<file path="config.mk">
export PLATFORM = sky130hd
export DESIGN_NAME = seq_shift_unit_x32_flat
export DESIGN_NICKNAME = d
export VERILOG_FILES = /design/src/rtl/seq_shift_unit_x32_pkg.sv /design/src/rtl/seq_shift_unit_x32_if.sv /design/src/rtl/seq_shift_unit_x32_shr_step.sv /design/src/rtl/seq_shift_unit_x32.sv /design/src/flat_wrapper.sv
export SDC_FILE = /design/constraint.sdc
export NUM_CORES = 1
export LEC_CHECK = 0
export CAP_MARGIN = 20
export CORE_ASPECT_RATIO = 1.5
export CORE_MARGIN = 1.5
export CORE_UTILIZATION = 48
export DETAILED_ROUTE_END_ITERATION = 12
export PLACE_DENSITY = 0.78
export SLEW_MARGIN = 5
export SYNTH_ARGS = -nofsm -noshare
export SYNTH_HDL_FRONTEND = slang
export SYNTH_SLANG_ARGS = --single-unit
</file>
<file path="constraint.sdc">
create_clock -name clk -period 2.5 [get_ports clk]
set_input_delay 0.625 -clock clk [delete_from_list [all_inputs] [get_ports clk]]
set_output_delay 0.625 -clock clk [all_outputs]
set_load 0.01 [all_outputs]
</file>
<file path="src/rtl/seq_shift_unit_x32_pkg.sv">
// rtl/seq_shift_unit_x32_pkg.sv - opcodes, FSM encoding and bit-reversal helper for the shifter
package seq_shift_pkg;

  localparam logic [1:0] OP_SLL = 2'b00;
  localparam logic [1:0] OP_SRL = 2'b01;
  localparam logic [1:0] OP_SRA = 2'b11;

  typedef enum logic [1:0] {
    S_IDLE  = 2'd0,
    S_SHIFT = 2'd1,
    S_DONE  = 2'd2
  } state_t;

  function automatic logic [31:0] reverse32(input logic [31:0] x);
    logic [31:0] r;
    for (int i = 0; i < 32; i++) r[i] = x[31-i];
    return r;
  endfunction

endpackage

</file>
<file path="src/rtl/seq_shift_unit_x32_if.sv">
// rtl/seq_shift_unit_x32_if.sv - issue/writeback handshake bundle for the shifter
interface seq_shift_unit_x32_if #(
  parameter int WIDTH   = 32,
  parameter int SHAMT_W = 5
);
  logic               in_valid;
  logic               in_ready;
  logic [1:0]         in_op;
  logic [WIDTH-1:0]   in_data;
  logic [SHAMT_W-1:0] in_shamt;
  logic               out_valid;
  logic               out_ready;
  logic [WIDTH-1:0]   out_data;

  modport master (
    output in_valid, in_op, in_data, in_shamt, out_ready,
    input  in_ready, out_valid, out_data
  );

  modport slave (
    input  in_valid, in_op, in_data, in_shamt, out_ready,
    output in_ready, out_valid, out_data
  );
endinterface

</file>
<file path="src/rtl/seq_shift_unit_x32_shr_step.sv">
// rtl/seq_shift_unit_x32_shr_step.sv - combinational right shift by k with a programmable fill bit
module shr_step #(
  parameter int WIDTH = 32,
  parameter int K_W   = 3
) (
  input  logic [WIDTH-1:0] data,
  input  logic [K_W-1:0]   k,
  input  logic             fill,
  output logic [WIDTH-1:0] result
);

  // Shifting the complement and inverting back gives a ones fill without a sign-extension mux.
  assign result = fill ? ~((~data) >> k) : (data >> k);

endmodule

</file>
<file path="src/rtl/seq_shift_unit_x32.sv">
// rtl/seq_shift_unit_x32.sv - multi-cycle SLL/SRL/SRA unit built on a single right-shift datapath
module seq_shift_unit_x32
  import seq_shift_pkg::*;
#(
  parameter int WIDTH   = 32,
  parameter int SHAMT_W = 5,
  parameter int STEP    = 4
) (
  input  logic                 clk,
  input  logic                 rst,
  seq_shift_unit_x32_if.slave  bus
);

  localparam int K_W = $clog2(STEP + 1);

  state_t             state;
  state_t             state_nxt;
  logic [WIDTH-1:0]   data;
  logic [WIDTH-1:0]   data_shr;
  logic [1:0]         op;
  logic               fill;
  logic [SHAMT_W-1:0] rem;
  logic [SHAMT_W-1:0] rem_nxt;
  logic [SHAMT_W:0]   k_full;
  logic [K_W-1:0]     k;
  logic               accept;

  assign accept = (state == S_IDLE) && bus.in_valid;

  always_comb begin
    k_full = {1'b0, rem};
    if (k_full > (SHAMT_W+1)'(STEP)) k_full = (SHAMT_W+1)'(STEP);
  end

  assign k       = K_W'(k_full);
  assign rem_nxt = rem - SHAMT_W'(k_full);

  shr_step #(
    .WIDTH (WIDTH),
    .K_W   (K_W)
  ) u_shr_step (
    .data   (data),
    .k      (k),
    .fill   (fill),
    .result (data_shr)
  );

  always_ff @(posedge clk) begin
    if (rst) state <= S_IDLE;
    else     state <= state_nxt;
  end

  // Reserved opcode is folded into SRL at load so only SLL needs special handling on exit.
  always_ff @(posedge clk) begin
    if (rst) begin
      data <= '0;
      op   <= '0;
      fill <= 1'b0;
      rem  <= '0;
    end else if (accept) begin
      data <= (bus.in_op == OP_SLL) ? reverse32(bus.in_data) : bus.in_data;
      op   <= ((bus.in_op == OP_SLL) || (bus.in_op == OP_SRA)) ? bus.in_op : OP_SRL;
      fill <= (bus.in_op == OP_SRA) && bus.in_data[WIDTH-1];
      rem  <= bus.in_shamt;
    end else if (state == S_SHIFT) begin
      data <= data_shr;
      rem  <= rem_nxt;
    end
  end

  always_comb begin
    state_nxt = state;
    case (state)
      S_IDLE:  if (bus.in_valid) state_nxt = (bus.in_shamt != '0) ? S_SHIFT : S_DONE;
      S_SHIFT: if (rem_nxt == '0) state_nxt = S_DONE;
      S_DONE:  if (bus.out_ready) state_nxt = S_IDLE;
      default: state_nxt = S_IDLE;
    endcase
  end

  always_comb begin
    bus.in_ready  = (state == S_IDLE);
    bus.out_valid = (state == S_DONE);
    bus.out_data  = '0;
    if (state == S_DONE) bus.out_data = (op == OP_SLL) ? reverse32(data) : data;
  end

endmodule

</file>
<file path="src/flat_wrapper.sv">
// flat-port wrapper written by rule: the top's interface ports become plain ports
module seq_shift_unit_x32_flat import seq_shift_pkg::*;
#(
  parameter int WIDTH   = 32,
  parameter int SHAMT_W = 5,
  parameter int STEP    = 4
)
  (clk, rst, bus_in_valid, bus_in_op, bus_in_data, bus_in_shamt, bus_out_ready, bus_in_ready, bus_out_valid, bus_out_data);
  seq_shift_unit_x32_if #(.WIDTH(WIDTH), .SHAMT_W(SHAMT_W)) bus_i ();
  input  logic clk;
  input  logic rst;
  input wire logic [$bits(bus_i.in_valid)-1:0] bus_in_valid;
  input wire logic [$bits(bus_i.in_op)-1:0] bus_in_op;
  input wire logic [$bits(bus_i.in_data)-1:0] bus_in_data;
  input wire logic [$bits(bus_i.in_shamt)-1:0] bus_in_shamt;
  input wire logic [$bits(bus_i.out_ready)-1:0] bus_out_ready;
  output wire logic [$bits(bus_i.in_ready)-1:0] bus_in_ready;
  output wire logic [$bits(bus_i.out_valid)-1:0] bus_out_valid;
  output wire logic [$bits(bus_i.out_data)-1:0] bus_out_data;
  assign bus_i.in_valid = bus_in_valid;
  assign bus_i.in_op = bus_in_op;
  assign bus_i.in_data = bus_in_data;
  assign bus_i.in_shamt = bus_in_shamt;
  assign bus_i.out_ready = bus_out_ready;
  assign bus_in_ready = bus_i.in_ready;
  assign bus_out_valid = bus_i.out_valid;
  assign bus_out_data = bus_i.out_data;
  seq_shift_unit_x32 #(.WIDTH(WIDTH), .SHAMT_W(SHAMT_W), .STEP(STEP)) u_core (.clk(clk), .rst(rst), .bus(bus_i));
endmodule
</file>
==> metrics, run 1 <==
GRT Total Usage=34.8%; fraction of registers with async set/reset=0%; Mapped Cells=526; Max Clock Skew=0.00870 ns; largest net degree at the start of global routing=35; Final WS setup=0.0223 ns; # port buffers=76; H-Tree Level Count=2; # diodes=0; Fmax=between 400 and 500 MHz; hold path cells=2; commonest non-fill, non-tap cell in the layout=nand2_1; worst slew pin tran=between 0.5 and 0.6 ns; Die Wd=75.3 um; Synth area leader=dfxtp_1; # IOs=77; crit path max fanout=32; Rel. slew slack=approximately two thirds; Layout area overhead=30.9%; core area=7610 um2; Critical Path Sink Type=primary output; Clock transition at path regs=0.07 ns; via count=~4,500; Post-Layout Cell Count=698; synthesized area per cell=7.16 um2; P_leak=around 1.8 nW; Final min period=2.48 ns; Pins Over Slew Limit=0; nets=between 600 and 700; Starting DRT DRC Count=between 400 and 500; Fin. Hold Viols=0; cells on worst reg2reg path=4; Reg area=842 um2; CTS buffer count=5; routed len/inst=20.2 um; Max-Cap Viols=0; die area=8400 um2; sequential area share after synthesis=between 20% and 30%; initial core utilization=49.5%; CP Launch Type=register; fillers=696; Final period util=roughly 99%; Pre-Repair DR Iteration Count=5; routed vias/inst=6.52; reg-to-reg slack, setup=between 0.4 and 0.5 ns; Distinct cells, synth=57; final wirelength=between 10,000 and 15,000 um; final estimated routing congestion in global placement=around 1; antenna violations before repair=0; Yosys reg bits=42; RR Endpoint=u_core.data[24]$_SDFFE_PP0P_; Main synth FF type=dfxtp_1; setup repair after global routing missed its margin=yes; Yosys warnings=0; Mapped Area=approximately 3800 um2; most frequent cells in the layout=133 x nand2_1, 75 x clkdlybuf4s50_1, 55 x a21oi_1, 41 x dfxtp_1, 37 x buf_4; dpl hpwl=10,300 um; # placed instances=690; drt drc=0; hold slack=0.516 ns; top cell type's share of synthesized area=22.3%; Crit Reg-Reg Startpoint=u_core.rem[2]$_SDFFE_PP0P_; HP Class=reg -> reg; number of global-route vias before repair=4,360; pre-CTS WS=0.105 ns; HP Start=u_core.op[1]$_SDFFE_PP0P_; Peak supply drop=0.000460 V; pwr dens=703 nW/um2; clock latency on the worst-skew pair=0.29 ns; GRT overflow=0; Post-DP Area=roughly 4800 um2; final number of setup-violating endpoints=0; status=completed; Hold Buf Count CTS=0; height of the die=between 100 and 150 um; TritonCTS clock tree=done; clk sinks=42; Synth area leaders=dfxtp_1 22%, nand2_1 13%, a21oi_1 7.3%; syn nets=between 500 and 600; Worst Path Arrival=1.85 ns; Rows=39; EDFF count, synth=0; Clock Path Buffers=2; Hold EP=u_core.op[1]$_SDFFE_PP0P_; first-pass GRT wire length=approximately 22,000 um; root buffer cell=clkbuf_16; layout cell share with drive strength beyond 1=15.3%; multi-input gate area in the final layout=2660 um2; critical path required time=roughly 1.9 ns; Final Cell Area=~4900 um2; Setup Crit Path Kind=reg -> out; Antenna Violating Nets Remaining=0
critical path, cell delays in order (launching register included):
cell	delay (ns)
dfxtp_2	0.35
nor2_1	0.18
buf_12	0.20
nand2_1	0.07
a21oi_1	0.18
clkdlybuf4s50_1	0.57
kinds of logic after synthesis:
family	count (synthesis)	share of synthesized area, %
simple gates	221	27.3
flops	42	22.3
fa+ha+maj	1	0.332
compound gates	153	28.0
mux	47	14.9
buf+inv	61	6.98
other cells	1	0.0996
cell usage after synthesis (2+ instances only):
| cell | n |
|---|---|
| o21a_1 | 2 |
| buf_2 | 12 |
| nand3_1 | 17 |
| or2_2 | 3 |
| a31o_2 | 2 |
| a211oi_1 | 7 |
| a21oi_1 | 55 |
| nor3_1 | 12 |
| o221ai_1 | 12 |
| nand2_1 | 133 |
| a22o_1 | 4 |
| a311oi_1 | 5 |
| a31oi_1 | 8 |
| nor2_1 | 26 |
| mux2_2 | 17 |
| mux4_1 | 2 |
| or3_1 | 2 |
| and3_1 | 3 |
| o21ai_0 | 16 |
| nor3_2 | 3 |
| o211ai_1 | 2 |
| o2111a_1 | 7 |
| a32o_1 | 8 |
| nor2b_1 | 3 |
| mux2i_1 | 25 |
| inv_1 | 7 |
| clkbuf_1 | 38 |
| dfxtp_1 | 42 |
| o221a_2 | 4 |
| o22a_1 | 2 |
| buf_6 | 2 |
| nand2b_1 | 3 |
| o22ai_1 | 9 |
| or4b_1 | 3 |
| or3b_2 | 2 |
| nand4_1 | 3 |
| mux4_2 | 3 |
| nor4_2 | 3 |
how the worst max path moves through the flow:
stage | start | end | slack (ns) | cells past startpoint
floorplan | u_core.rem[2]$_SDFFE_PP0P_ | u_core.state[0]$_SDFFE_PP0P_ | 0.11 | 9
global placement | bus_in_op[0] | u_core.data[3]$_SDFFE_PP0P_ | 0.17 | 5
detailed placement | bus_in_op[0] | u_core.data[5]$_SDFFE_PP0P_ | 0.11 | 5
CTS | u_core.op[1]$_SDFFE_PP0P_ | bus_out_data[28] | 0.02 | 5
global route | u_core.op[1]$_SDFFE_PP0P_ | bus_out_data[29] | -0.03 | 5
finish | u_core.op[1]$_SDFFE_PP0P_ | bus_out_data[28] | 0.02 | 5
layer usage:
layer	wire, um	part of all wire [%]	global-route usage, %	vias to the layer above
met3	1130	8.0	4.62	77
met2	6940	49	56.8	311
met1	4950	35	41.2	2103
li1	-	-	-	2058
met5	0	0	0	-
met4	1080	7.7	22.5	0
state kept, by name, summed over array words and instances, names as in the netlist, named ones only:
register,cells
u_core.data,30
u_core.rem,5
u_core.op,2
u_core.fill,1
u_core.state,2
layout make-up:
cell class                      instances  share of cell area, %
Clock inverter                          3                  0.914
Inverter                                7                  0.533
Tap cell                              102                   2.59
Clock buffer                            5                   2.54
Timing Repair Buffer                  116                   22.3
Sequential cell                        42                   17.1
Multi-Input combinational cell        423                   54.0
timing repair:
| item | 4_1_cts | 5_1_grt |
|---|---|---|
| setup endpoints to repair | 1 | 13 |
| pin swaps | 0 | 0 |
| resized for setup | 1 | 1 |
| setup buffers | 0 | 0 |
power breakdown:
part           switching, W  internal (W)
registers          0.000288      0.000810
logic              0.000882      0.000715
clock network      0.000298      0.000472
metrics by stage:
step	power (W)	utilization, %	TNS, ns
2_1_floorplan	0.00201	-	0
3_3_place_gp	0.00261	62.5	0
3_5_place_dp	0.00265	62.5	0
4_1_cts	0.00341	64.7	0
5_1_grt	0.00364	64.8	-0.176
6_report	0.00346	64.8	0
Note: power is estimated with default switching activity, not from simulation.
==> inputs of run 2 (changes only) <==
--- a/config.mk
+++ b/config.mk
@@ -11,6 +11,7 @@
 export CORE_UTILIZATION = 48
 export DETAILED_ROUTE_END_ITERATION = 12
 export PLACE_DENSITY = 0.78
+export SETUP_SLACK_MARGIN = 0.2
 export SLEW_MARGIN = 5
 export SYNTH_ARGS = -nofsm -noshare
 export SYNTH_HDL_FRONTEND = slang
==> metrics, run 2 (synthesized netlist as in run 1, its figures left out) <==
status=completed; Int Pwr=0.00199 W (-0.44%); clock latency on the worst-skew pair=0.28 ns (about the same); Max Clock Skew=0.00388 ns (-0.00482 ns); CP max stage cell=dfxtp_2; clk sinks=42 (unchanged); Net Switching=0.00146 W (-0.59%); Final min period=2.20 ns (-0.278 ns); routed len/inst=20.3 um (+0.42%); largest net degree at the start of global routing=35 (unchanged); cells on worst reg2reg path=7 (+3); root buffer cell=clkbuf_16; Die Wd=75.3 um (unchanged); sw frac=42.3% (about the same); Fin. Hold Viols=0 (unchanged); Top reg by flops=u_core.data; H-Tree Level Count=2 (unchanged); GRT overflow=0 (unchanged); Clock transition at path regs=0.06 ns (about the same); critical path required time=1.88 ns (about the same); die area=8400 um2 (unchanged); Seq pwr share=31.2% (-0.5 points); Largest stage delay, worst path=0.35 ns (-0.22 ns); Starting DRT DRC Count=407 (-14%); RR Endpoint=u_core.state[1]$_SDFFE_PP0P_; final estimated routing congestion in global placement=1.01 (-1.1%); final wirelength=14,300 um (+1.3%); Rows=39 (unchanged); crit path max fanout=32 (unchanged); routed vias/inst=6.51 (-0.18%); Max-Cap Viols=0 (unchanged); drt drc=0 (unchanged); CP Launch Type=register; height of the die=111 um (unchanged); crit path from=u_core.op[1]$_SDFFE_PP0P_; Critical Path Sink Type=primary output; number of global-route vias before repair=4,350 (-0.23%); Top delay family on crit path=buffers and inverters; setup repair after global routing missed its margin=no; Peak supply drop=0.000409 V (-11%); via count=4,580 (+0.68%); Worst Setup EP=bus_out_data[28]; # port buffers=76 (unchanged); Crit. path cell count=5 (unchanged); HP Class=reg -> reg; worst slew pin tran=0.530 ns (+0.0113 ns); Hold Buf Count CTS=0 (unchanged); Post-DP Area=4800 um2 (+0.95%); Pins Over Slew Limit=0 (unchanged); # diodes=0 (unchanged); antenna violations before repair=0 (unchanged); first-pass GRT wire length=22,000 um (-2.0%); Critical path buffers and inverters=2 (unchanged); # IOs=77 (unchanged); Pre-Repair DR Iteration Count=5 (unchanged); postcts setup bufs=0 (unchanged); Rel. slew slack=64.6% (-0.75 points); Critical Path, Cell by Cell=or2_2, buf_12, nand2_1, a21oi_1, dlygate4sd2_1; Layout area overhead=31.2%; nets=645 (+0.94%); Top Registers=u_core.data x30, u_core.rem x5; GRT Total Usage=34.4% (-0.42 points); Worst Path Arrival=1.57 ns (-0.28 ns); final number of setup-violating endpoints=0 (unchanged); Setup Crit Path Kind=reg -> out; max reg flops=30 (unchanged); Combinational Power Share=47.8% (+1.7 points); P_leak=1.93 nW (+10%); Final period util=88.0% (-11 points); Antenna Violating Nets Remaining=0 (unchanged); initial core utilization=49.5% (unchanged); layout cell share with drive strength beyond 1=16.4% (+1.2 points); TritonCTS clock tree=done; Clock Path Buffers=2 (unchanged); pwr dens=698 nW/um2 (-0.71%); CTS buffer count=5 (unchanged); Fmax=455 MHz (+13%); Pwr Total=0.00345 W (-0.51%); commonest non-fill, non-tap cell in the layout=nand2_1; Clk network pwr share=21.0% (-1.2 points); reg-to-reg slack, setup=0.43 ns (about the same); dpl hpwl=10,600 um (+2.6%); core area=7610 um2 (unchanged); most frequent cells in the layout=133 x nand2_1, 55 x a21oi_1, 44 x clkdlybuf4s50_1, 42 x buf_4, 41 x dfxtp_1; Crit Reg-Reg Startpoint=u_core.rem[4]$_SDFFE_PP0P_; setup_tns=0 ns (unchanged); Final Cell Area=4940 um2 (+0.20%)
==> run 2: worst reg2reg max path, cell delays in order, from the launching register on <==
cell and delay (ns):
dfxtp_1 0.46, or3_1 0.19, nand2_1 0.07, ha_1 0.23, or4b_1 0.48, a21oi_1 0.14, o21ai_1 0.14, a211oi_1 0.28
==> run 2: final cells by class <==
class	count	area, um2
clock buffer	8	166
multi-input combinational	423	2670
tap	102	128
timing repair buffer	122	1110
fill	694	2670
sequential	42	842
inverter	7	26.3
==> run 2: metal layers <==
| layer | routed length (um) | share of wire, % | global-route usage [%] | vias up |
|---|---|---|---|---|
| li1 | - | - | - | 2081 |
| met1 | 5210 | 36 | 38.9 | 2168 |
| met2 | 6900 | 48 | 55.7 | 248 |
| met3 | 837 | 5.9 | 4.07 | 83 |
| met4 | 1340 | 9.4 | 27.7 | 0 |
| met5 | 0 | 0 | 0 | - |
==> run 2: power by group through the flow <==
stage / Clock (W) / Sequential, W / Combinational (W)
finish: 0.000723 / 0.00107 / 0.00165
detailed placement: 0 / 0.00107 / 0.00162
global placement: 0 / 0.00106 / 0.00159
CTS: 0.000720 / 0.00105 / 0.00161
floorplan: 0 / 0.000971 / 0.00105
global route: 0.000745 / 0.00108 / 0.00178
==> run 2: how the worst min path moves through the flow <==
stage | startpoint | slack (ns) | endpoint | cells after the start
after floorplan | u_core.op[1]$_SDFFE_PP0P_ | 0.44 | u_core.op[1]$_SDFFE_PP0P_ | 2
after global routing | u_core.op[1]$_SDFFE_PP0P_ | 0.53 | u_core.op[1]$_SDFFE_PP0P_ | 2
final | u_core.op[1]$_SDFFE_PP0P_ | 0.52 | u_core.op[1]$_SDFFE_PP0P_ | 2
after CTS | u_core.op[1]$_SDFFE_PP0P_ | 0.51 | u_core.op[1]$_SDFFE_PP0P_ | 2
after detailed placement | u_core.op[0]$_SDFFE_PP0P_ | 0.52 | u_core.op[0]$_SDFFE_PP0P_ | 2
after global placement | u_core.op[0]$_SDFFE_PP0P_ | 0.50 | u_core.op[0]$_SDFFE_PP0P_ | 2
==> run 2: repair_timing <==
action                                  4_1_cts  5_1_grt
cloned                                        0        0
endpoints found under the setup margin       32        2
gates resized for setup                      34        2
==> run 2: per-stage QoR <==
step	utilization [%]	hold WS [ns]	worst slack, ns	cells
floorplan	-	0.444	0.202	526
global placement	63.1	0.504	0.160	696
detailed placement	63.1	0.516	0.0858	696
CTS	64.8	0.514	0.296	704
global route	64.9	0.529	0.249	704
finish	64.9	0.520	0.300	704
